$ cat src/rtl/serial_sub_pkg.sv
// rtl/serial_sub_pkg.sv - shared state encoding and default width for the serial subtractor
package serial_sub_pkg;

  localparam int DEFAULT_WIDTH = 8;

  typedef enum logic [1:0] {
    IDLE = 2'd0,
    RUN  = 2'd1,
    DONE = 2'd2
  } state_t;

endpackage

$ cat src/rtl/fs_cell.sv
// rtl/fs_cell.sv - one-bit full subtractor: d = x - y - bin, bout is the borrow out
module fs_cell (
  input  logic x,
  input  logic y,
  input  logic bin,
  output logic d,
  output logic bout
);

  assign d    = x ^ y ^ bin;
  assign bout = (~x & y) | (~(x ^ y) & bin);

endmodule

$ cat src/rtl/serial_subtractor.sv
// rtl/serial_subtractor.sv - bit-serial a - b - b_in, LSB first, one bit per clock
module serial_subtractor
  import serial_sub_pkg::*;
#(
  parameter int WIDTH = DEFAULT_WIDTH
) (
  input  logic             clk,
  input  logic             rst,
  input  logic             start,
  input  logic [WIDTH-1:0] a,
  input  logic [WIDTH-1:0] b,
  input  logic             b_in,
  output logic             busy,
  output logic             done,
  output logic [WIDTH-1:0] difference,
  output logic             b_out
);

  localparam int CNT_W = $clog2(WIDTH) + 1;
  localparam logic [CNT_W-1:0] LAST_BIT = CNT_W'(WIDTH - 1);

  state_t           state;
  state_t           state_next;
  logic [CNT_W-1:0] cnt;
  logic [WIDTH-1:0] a_reg;
  logic [WIDTH-1:0] b_reg;
  logic [WIDTH-1:0] res;
  logic             br;
  logic             d;
  logic             bout;
  logic             load;
  logic             step;
  logic             last;

  assign last = (cnt == LAST_BIT);

  fs_cell u_cell (
    .x    (a_reg[0]),
    .y    (b_reg[0]),
    .bin  (br),
    .d    (d),
    .bout (bout)
  );

  always_comb begin
    state_next = state;
    load       = 1'b0;
    step       = 1'b0;
    busy       = 1'b0;
    done       = 1'b0;
    case (state)
      IDLE: begin
        if (start) begin
          load       = 1'b1;
          state_next = RUN;
        end
      end
      RUN: begin
        busy = 1'b1;
        step = 1'b1;
        if (last) state_next = DONE;
      end
      DONE: begin
        // start here chains the next operation with no idle gap
        done = 1'b1;
        if (start) begin
          load       = 1'b1;
          state_next = RUN;
        end else begin
          state_next = IDLE;
        end
      end
      default: state_next = IDLE;
    endcase
  end

  always_ff @(posedge clk or posedge rst) begin
    if (rst) state <= IDLE;
    else     state <= state_next;
  end

  always_ff @(posedge clk or posedge rst) begin
    if (rst) begin
      cnt        <= '0;
      a_reg      <= '0;
      b_reg      <= '0;
      res        <= '0;
      br         <= 1'b0;
      difference <= '0;
      b_out      <= 1'b0;
    end else if (load) begin
      cnt   <= '0;
      a_reg <= a;
      b_reg <= b;
      br    <= b_in;
      res   <= '0;
    end else if (step) begin
      cnt   <= cnt + 1'b1;
      a_reg <= a_reg >> 1;
      b_reg <= b_reg >> 1;
      br    <= bout;
      res   <= {d, res[WIDTH-1:1]};
      // the final bit is folded in directly so the outputs update on the DONE-entry edge
      if (last) begin
        difference <= {d, res[WIDTH-1:1]};
        b_out      <= bout;
      end
    end
  end

endmodule

$ cat config.mk
export PLATFORM = sky130hd
export DESIGN_NAME = serial_subtractor
export DESIGN_NICKNAME = d
export VERILOG_FILES = /design/src/rtl/serial_sub_pkg.sv /design/src/rtl/fs_cell.sv /design/src/rtl/serial_subtractor.sv
export SDC_FILE = /design/constraint.sdc
export NUM_CORES = 1
export LEC_CHECK = 0
export ABC_AREA = 1
export CAP_MARGIN = 20
export CORE_UTILIZATION = 35
export CTS_BUF_LIST = sky130_fd_sc_hd__clkbuf_4
export CTS_CLUSTER_SIZE = 10
export DETAILED_ROUTE_END_ITERATION = 8
export HOLD_SLACK_MARGIN = 0.05
export PLACE_DENSITY_LB_ADDON = 0.08
export SLEW_MARGIN = 30
export SYNTH_ARGS = -nofsm -noshare
export SYNTH_HDL_FRONTEND = slang
export SYNTH_SLANG_ARGS = --single-unit
export TNS_END_PERCENT = 1
$ cat constraint.sdc
create_clock -name clk -period 1.4 [get_ports clk]
set_input_delay 0.35 -clock clk [delete_from_list [all_inputs] [get_ports clk]]
set_output_delay 0.35 -clock clk [all_outputs]
set_load 0.01 [all_outputs]
==> results of run 1 <==
==> worst paths after layout <==
check / startpoint / to / slack [ns]
min in group clk: b_reg[7] / b_reg[7] / 0.48
max reg2reg: state[0] / b_reg[4] / 0.08
max in group asynchronous: rst / state[1] / 0.86
min: rst / difference[6] / 0.35
min reg2reg: b_reg[7] / b_reg[7] / 0.48
max: state[0] / done / -0.02
==> layer usage <==
metal | vias to the layer above | track usage [%]
met3 | 7 | 3.70
met5 | - | 0
li1 | 721 | -
met4 | 0 | 7.05
met1 | 596 | 20.4
met2 | 27 | 21.1
==> stage by stage <==
stage               hold slack, ns  TNS (ns)  area [um2]
global placement             0.458     -1.30        2230
finish                       0.346   -0.0277        2320
floorplan                    0.442         0        1790
global route                 0.356    -0.130        2320
detailed placement           0.463     -1.10        2230
CTS                          0.350    -0.205        2260
==> timing repair <==
item | CTS | global route
cloned | 0 | 0
endpoints found under the setup margin | 11 | 19
endpoints found under the hold margin | 0 | 0
pin swaps | 0 | 2
buffers inserted | 0 | 2
resized for setup | 16 | 19
==> area by class of cell <==
| type | count | area [um2] | share of cell area, % |
|---|---|---|---|
| multi-input combinational | 134 | 657 | 28.3 |
| clock buffer | 6 | 45.0 | 1.94 |
| timing repair buffer | 41 | 423 | 18.2 |
| sequential | 39 | 977 | 42.1 |
| inverter | 34 | 133 | 5.72 |
| tap | 67 | 83.8 | 3.62 |
==> power by group through the flow <==
stage	Sequential (uW)	Clock, uW	Combinational [uW]
after floorplan	1930	0	1480
after global placement	1910	0	2270
after detailed placement	1910	0	2310
after CTS	1880	574	2220
after global routing	1940	625	2650
final	1880	546	2320
==> kinds of logic (layout without fill, tap and decap cells) <==
family,after synthesis,count (layout),synth area share [%]
AND/OR/NAND/NOR,112,112,25.8
buffers and inverters,39,81,9.80
AO/OA/AOI/OAI,20,20,7.98
flip-flops,39,39,54.6
adder cells (fa/ha/maj),2,2,1.82
==> critical path, cell delays in order (launching register included) <==
cell and delay, ns:
dfrtp_1 0.41, buf_6 0.12, nor2_2 0.06, buf_2 0.13
==> synth_stat cells (all sizes together) <==
cell type,instances
a21oi,1
fa,1
dfrtp,39
buf,5
nand3,1
inv,34
nor2,7
o22ai,7
nand2,104
o21ai,12
ha,1
==> layout by cell type, fill, tap and decap left out, drive strengths merged <==
master and instances:
a21oi 1, buf 13, clkbuf 6, clkdlybuf4s15 8, clkdlybuf4s50 19, dfrtp 39
dlygate4sd2 1, fa 1, ha 1, inv 34, nand2 104, nand3 1
nor2 7, o21ai 12, o22ai 7
==> metrics.csv, run 1 <==
metric,value,unit
final worst slack,-0.0161,ns
first-pass GRT wire length,5790,um
Hold Buf Count CTS,0,
Syn. warnings,0,
Core ar.,4820,um2
ranking of synthesized cells by area,"dfrtp_1 (55%), nand2_1 (21%), inv_1 (6.5%)",
Worst Setup Start Kind,flop,
Fmax,0.706,GHz
Die W,73.5,um
initial antenna violation count,0,
Clock transition at path regs,0.11,ns
drt wl/cell,10.4,um
P_int,2870,uW
Initial Util,37.1,%
Synth Cell Area,1790,um2
Worst-Skew Late Latency,0.34,ns
WS Path Type,reg -> out,
Via Count,1351,
Switch Pwr,1880,uW
Worst R2R Path Depth,9,
"critical path fanouts, max",2,
drt first-iter violations,107,
"Distinct cells, synth",20,
# fillers,512,
Layout Cells excl Fill,321,
die extent in y,73.5,um
register area share after synthesis,54.6,%
Die ar.,5390,um2
peak supply drop,0.784,mV
Worst EP arrival,1.07,ns
Reg power frac,39.7,%
Slew headroom,83.1,%
worst path required time,1.05,ns
Max Cap Viol,0,
DR vias/cell,4.21,
Num CTS Buffers,5,
Avg Inst Size Synth,8.43,um2
part of the power in combinational logic,48.8,%
Detail Route met3 WL,130,um
failing checks,negative setup slack,
placer congestion estimate,0.665,
vias in the first global route,1212,
Mapped Cells,212,
io pins,31,
Critical Path Sink Type,output pin,
# diodes,0,
Final Hold Fails,0,
IO buf count,30,
final WL,3330,um
Worst Max-Slew Pin Slew,0.254,ns
Cell Rows,25,
dpl ws,-0.0853,ns
nets,277,
Worst Hold Class,in -> async,
CTS tree,yes,
final core utilization,48.1,%
Clock power frac,11.5,%
Detail Route Antenna Nets,0,
WL met2,1470,um
Final Max Slew Viols,0,
drt drc,0,
DRT met1 WL,1660,um
syn_nets,234,
CTS H-tree depth,2,
Leakage,0.00122,uW
status,"finished, violations left",
GRT Overall Usage,14.6,%
pwr/cell area,2050,nW/um2
DRT Pass-1 Iters,4,
uppermost layer routed,met4,
clk sinks,39,
"flops & latches, synth",39,
switching share of power,39.6,%
clock root buffer master,clkbuf_4,
area share of the largest cell type after synthesis,54.6,%
post-detail-place hpwl,2250,um
crit share post-route,101,%
largest net degree at the start of global routing,40,
DP Cell Count,313,
synthesis-to-finish area growth,29.8,%
Pwr Total,4750,uW
Bufs on Longest Clock Path,2,
gr ovfl total,0,
endpoints failing setup,2,
layout cell share with drive strength beyond 1,16.5,%
RSZ-0062 raised after global routing,yes,
Clock Skew,0.00246,ns
min cycle time layout,1.42,ns
Synth area leader,dfrtp_1,
(Power assumes the default switching activity.)
==> run 2: changes to the inputs <==
--- a/config.mk
+++ b/config.mk
@@ -12,7 +12,7 @@
 export CTS_CLUSTER_SIZE = 10
 export DETAILED_ROUTE_END_ITERATION = 8
 export HOLD_SLACK_MARGIN = 0.05
-export PLACE_DENSITY_LB_ADDON = 0.08
+export PLACE_DENSITY_LB_ADDON = 0.05
 export SLEW_MARGIN = 30
 export SYNTH_ARGS = -nofsm -noshare
 export SYNTH_HDL_FRONTEND = slang
==> constraint.sdc (replaced) <==
create_clock -name clk -period 1.3 [get_ports clk]
set_input_delay 0.325 -clock clk [delete_from_list [all_inputs] [get_ports clk]]
set_output_delay 0.325 -clock clk [all_outputs]
set_load 0.01 [all_outputs]
==> metrics.csv, run 2 (synthesis gave the netlist of run 1 again) <==
metric,value,unit
nets,281,
CTS tree,yes,
crit share post-route,106,%
Detail Route Antenna Nets,0,
Slew headroom,85.5,%
Worst-Skew Late Latency,0.35,ns
ordered list of cells on the worst path,"inv_2, nor2_2, buf_2",
first-pass GRT wire length,5840,um
final worst slack,-0.0808,ns
pwr/cell area,2370,nW/um2
Crit path max-delay family,flip-flops,
clk sinks,39,
setup_tns,-0.157,ns
Final Hold Fails,0,
IO buf count,30,
CTS H-tree depth,2,
Critical Path Sink Type,output pin,
Cell Rows,25,
CP peak stage delay,0.44,ns
Max Cap Viol,0,
min cycle time layout,1.38,ns
drt wl/cell,10.3,um
# diodes,0,
status,"finished, violations left",
"critical path fanouts, max",2,
post-detail-place hpwl,2220,um
Layout Cells excl Fill,327,
Final Max Slew Viols,0,
"commonest non-fill, non-tap cell in the layout",nand2_1,
drt first-iter violations,59,
Worst Max-Slew Pin Slew,0.217,ns
clock root buffer master,clkbuf_4,
Worst Setup Start Kind,flop,
Leakage,0.00127,uW
Final Instance Area,2400,um2
final WL,3370,um
die extent in y,73.5,um
largest net degree at the start of global routing,40,
worst hold slack,0.318,ns
Initial Util,37.1,%
Num CTS Buffers,5,
WS Path Type,reg -> out,
highest-delay cell along the critical path,dfrtp_2,
Via Count,1404,
peak supply drop,0.798,mV
io pins,31,
DP Cell Count,317,
drt drc,0,
failing checks,negative setup slack,
RSZ-0062 raised after global routing,yes,
Core ar.,4820,um2
placed cell area,2260,um2
DR vias/cell,4.29,
final core utilization,49.8,%
DRT Pass-1 Iters,4,
initial antenna violation count,0,
vias in the first global route,1287,
# fillers,530,
gr ovfl total,0,
Worst EP arrival,1.06,ns
layout cell share with drive strength beyond 1,24.6,%
synthesis-to-finish area growth,34.2,%
Bufs on Longest Clock Path,2,
Die ar.,5390,um2
Worst Hold Class,in -> async,
endpoints failing setup,2,
Clock transition at path regs,0.12,ns
most frequent cells in the layout,"nand2_1 (100), dfrtp_1 (38), inv_1 (27), clkdlybuf4s50_1 (19)",
placer congestion estimate,0.648,
GRT Overall Usage,14.5,%
Fmax,0.724,GHz
Buf/Inv on CP,2,
worst path required time,0.98,ns
Clock Skew,0.00871,ns
Die W,73.5,um
## run 2: cell count changes in the layout (fill, tap and decap cells not counted), moves of 2 or more
cell / previous run / this run
bufinv_16: 0 / 2
buf_4: 6 / 10
inv_1: 30 / 27
clkdlybuf4s15_1: 8 / 0
o22ai_1: 6 / 4
o22ai_2: 1 / 3
inv_2: 3 / 6
buf_2: 1 / 10
## run 2: final timing paths
path	startpoint	to	slack (ns)	depth (start not counted)
max reg2reg	state[1]	cnt[3]	0.05	9
min	rst	difference[5]	0.32	3
max in group asynchronous	rst	state[1]	0.76	3
min in group clk	difference[3]	difference[3]	0.49	2
max	state[1]	done	-0.08	3
min reg2reg	difference[3]	difference[3]	0.49	2
## run 2: timing repair
| item | CTS | global route |
|---|---|---|
| endpoints found under the setup margin | 20 | 38 |
| gates cloned | 0 | 0 |
| hold buffers | 0 | 0 |
| setup buffers | 1 | 1 |
| pin swaps | 1 | 3 |
| resized for setup | 49 | 15 |
## run 2: power by group
group,internal (uW),switching [uW]
registers,1760,271
clock network,598,417
logic,1180,1470
total,3540,2160
## run 2: per-layer routing
layer  global-route usage [%]  wire, um  vias up  part of all wire, %
met1                     18.7      1630      646                   48
met5                        0         0        -                    0
met2                     23.6      1570       27                   47
met3                     4.12       132        4                  3.9
met4                     4.49        31        0                 0.92
li1                         -         -      727                    -
## run 2: area by class of cell
type | instances | area (um2) | area share (%)
clock buffers | 5 | 37.5 | 1.56
clock inverters | 3 | 67.6 | 2.82
flip-flops and latches | 39 | 977 | 40.7
multi-input cells | 134 | 688 | 28.7
repair buffers | 45 | 409 | 17.1
well taps | 67 | 83.8 | 3.50
inverters | 34 | 135 | 5.63
## run 2: worst register-to-register path, delay by kind of cell (launching register included)
| family | cells | cell delay [ns] |
|---|---|---|
| simple gates | 4 | 0.26 |
| buf+inv | 5 | 0.44 |
| flops | 1 | 0.46 |
## run 2: stage by stage
stage / power, uW / setup WS, ns
6_report: 5690 / -0.0808
5_1_grt: 6230 / -0.150
4_1_cts: 5570 / -0.134
3_5_place_dp: 4620 / -0.203
3_3_place_gp: 4580 / -0.201
2_1_floorplan: 3670 / 0.0857
==> run 3: changes to the inputs <==
--- a/config.mk
+++ b/config.mk
@@ -11,8 +11,10 @@
 export CTS_BUF_LIST = sky130_fd_sc_hd__clkbuf_4
 export CTS_CLUSTER_SIZE = 10
 export DETAILED_ROUTE_END_ITERATION = 8
+export GPL_ROUTABILITY_DRIVEN = 0
 export HOLD_SLACK_MARGIN = 0.05
 export PLACE_DENSITY_LB_ADDON = 0.05
+export RECOVER_POWER = 50
 export SLEW_MARGIN = 30
 export SYNTH_ARGS = -nofsm -noshare
 export SYNTH_HDL_FRONTEND = slang
==> metrics.csv, run 3 (synthesis gave the netlist of run 1 again) <==
metric,value,unit
Num CTS Buffers,5,
Worst R2R Start,state[1],
Die ar.,5390,um2
"commonest non-fill, non-tap cell in the layout",nand2_1,
io pins,31,
Worst Max-Slew Pin Slew,0.540,ns
CTS tree,yes,
Final Hold Fails,0,
Detail Route Antenna Nets,0,
vias in the first global route,1287,
CTS H-tree depth,2,
final WL,3360,um
Reg power frac,35.7,%
ordered list of cells on the worst path,"inv_2, nor2_2, buf_2",
drt wl/cell,10.3,um
gr ovfl total,0,
# diodes,0,
clock root buffer master,clkbuf_4,
synthesis-to-finish area growth,33.5,%
DRT Pass-1 Iters,4,
endpoints failing setup,2,
most frequent cells in the layout,"nand2_1 (100), dfrtp_1 (38), inv_1 (27), clkdlybuf4s50_1 (18)",
highest-delay cell along the critical path,dfrtp_2,
part of the power in combinational logic,46.5,%
failing checks,negative setup slack,
IO buf count,30,
worst path required time,0.98,ns
Core ar.,4820,um2
Final Instance Area,2390,um2
status,"finished, violations left",
Hold Path Origin,difference[3],
DR vias/cell,4.30,
Slew headroom,64.0,%
WHS Path Cells,2,
WS Path Type,reg -> out,
Via Count,1406,
dpl ws,-0.203,ns
R2R Setup Slk,0.05,ns
Switch Pwr,2160,uW
switching share of power,37.9,%
Cell Rows,25,
RR Endpoint,cnt[3],
P_int,3530,uW
hold endpoint,difference[3],
min cycle time layout,1.38,ns
Worst EP arrival,1.06,ns
crit share post-route,106,%
Hold Buf Count CTS,0,
Clock transition at path regs,0.12,ns
RSZ-0062 raised after global routing,yes,
post-detail-place hpwl,2220,um
drt first-iter violations,61,
Die W,73.5,um
Crit path max-delay family,flip-flops,
Max Cap Viol,0,
peak supply drop,0.798,mV
Critical Path Sink Type,output pin,
Clock Skew,0.00849,ns
Leakage,0.00126,uW
Fmax,0.724,GHz
CP peak stage delay,0.44,ns
"critical path fanouts, max",2,
Buf/Inv on CP,2,
Worst-Skew Late Latency,0.35,ns
initial antenna violation count,0,
layout cell share with drive strength beyond 1,24.6,%
Worst Hold Class,reg -> reg,
clk sinks,39,
pwr/cell area,2380,nW/um2
drt drc,0,
Clock power frac,17.8,%
Initial Util,37.1,%
die extent in y,73.5,um
GRT Overall Usage,14.5,%
Final Max Slew Viols,0,
Bufs on Longest Clock Path,2,
final worst slack,-0.0812,ns
largest net degree at the start of global routing,40,
Worst Setup Start Kind,flop,
placed cell area,2260,um2
nets,281,
Worst R2R Path Depth,9,
first-pass GRT wire length,5840,um
[run 3: cell count changes in the layout (fill, tap and decap cells not counted)]
cell             delta
clkbuf_4            +1
clkdlybuf4s50_1     -1
buf_12              -1
dlygate4sd3_1       +1
[run 3: timing repair]
item / in CTS / in global routing
gates resized for setup: 49 / 15
setup buffers: 1 / 1
endpoints found under the setup margin: 20 / 38
pin swaps: 1 / 3
[run 3: final cells by class]
type | instances | area, um2
clock buffers | 5 | 37.5
clock inverters | 3 | 67.6
fillers | 532 | 2430
inverters | 34 | 135
multi-input cells | 134 | 688
flip-flops and latches | 39 | 977
well taps | 67 | 83.8
repair buffers | 45 | 397
[run 3: routing by layer]
| layer | vias up | track usage [%] | share of wire (%) |
|---|---|---|---|
| li1 | 727 | - | - |
| met1 | 648 | 18.7 | 48 |
| met2 | 27 | 23.6 | 47 |
| met3 | 4 | 4.12 | 3.9 |
| met4 | 0 | 4.49 | 0.92 |
| met5 | - | 0 | 0 |
[run 3: power by group through the flow]
stage	registers (uW)	clock network, uW	logic, uW
2_1_floorplan	2080	0	1590
3_3_place_gp	2040	0	2540
3_5_place_dp	2040	0	2580
4_1_cts	2020	1060	2480
5_1_grt	2110	1100	3020
6_report	2030	1010	2640
[run 3: tightest hold or removal path: stages (launching register included)]
cell and delay [ns]:
dfrtp_1 0.36, nand2_1 0.06, o21ai_2 0.04
[run 3: how the worst max path moves through the flow]
stage,start,endpoint,slack (ns),cells past startpoint
global placement,state[1],done,-0.20,3
global route,state[0],busy,-0.15,3
CTS,state[1],done,-0.13,3
floorplan,rst,a_reg[0],0.09,1
finish,state[1],done,-0.08,3
detailed placement,state[1],done,-0.20,3
[run 3: stage by stage]
| step | power, uW | utilization, % | setup TNS [ns] | std cells | hold WS [ns] |
|---|---|---|---|---|---|
| floorplan | 3670 | - | 0 | 212 | 0.442 |
| finish | 5690 | 49.5 | -0.158 | 327 | 0.488 |
| global placement | 4580 | 47.0 | -3.77 | 317 | 0.456 |
| CTS | 5570 | 48.4 | -0.262 | 326 | 0.313 |
| detailed placement | 4620 | 47.0 | -3.52 | 317 | 0.460 |
| global route | 6230 | 49.5 | -0.356 | 327 | 0.499 |
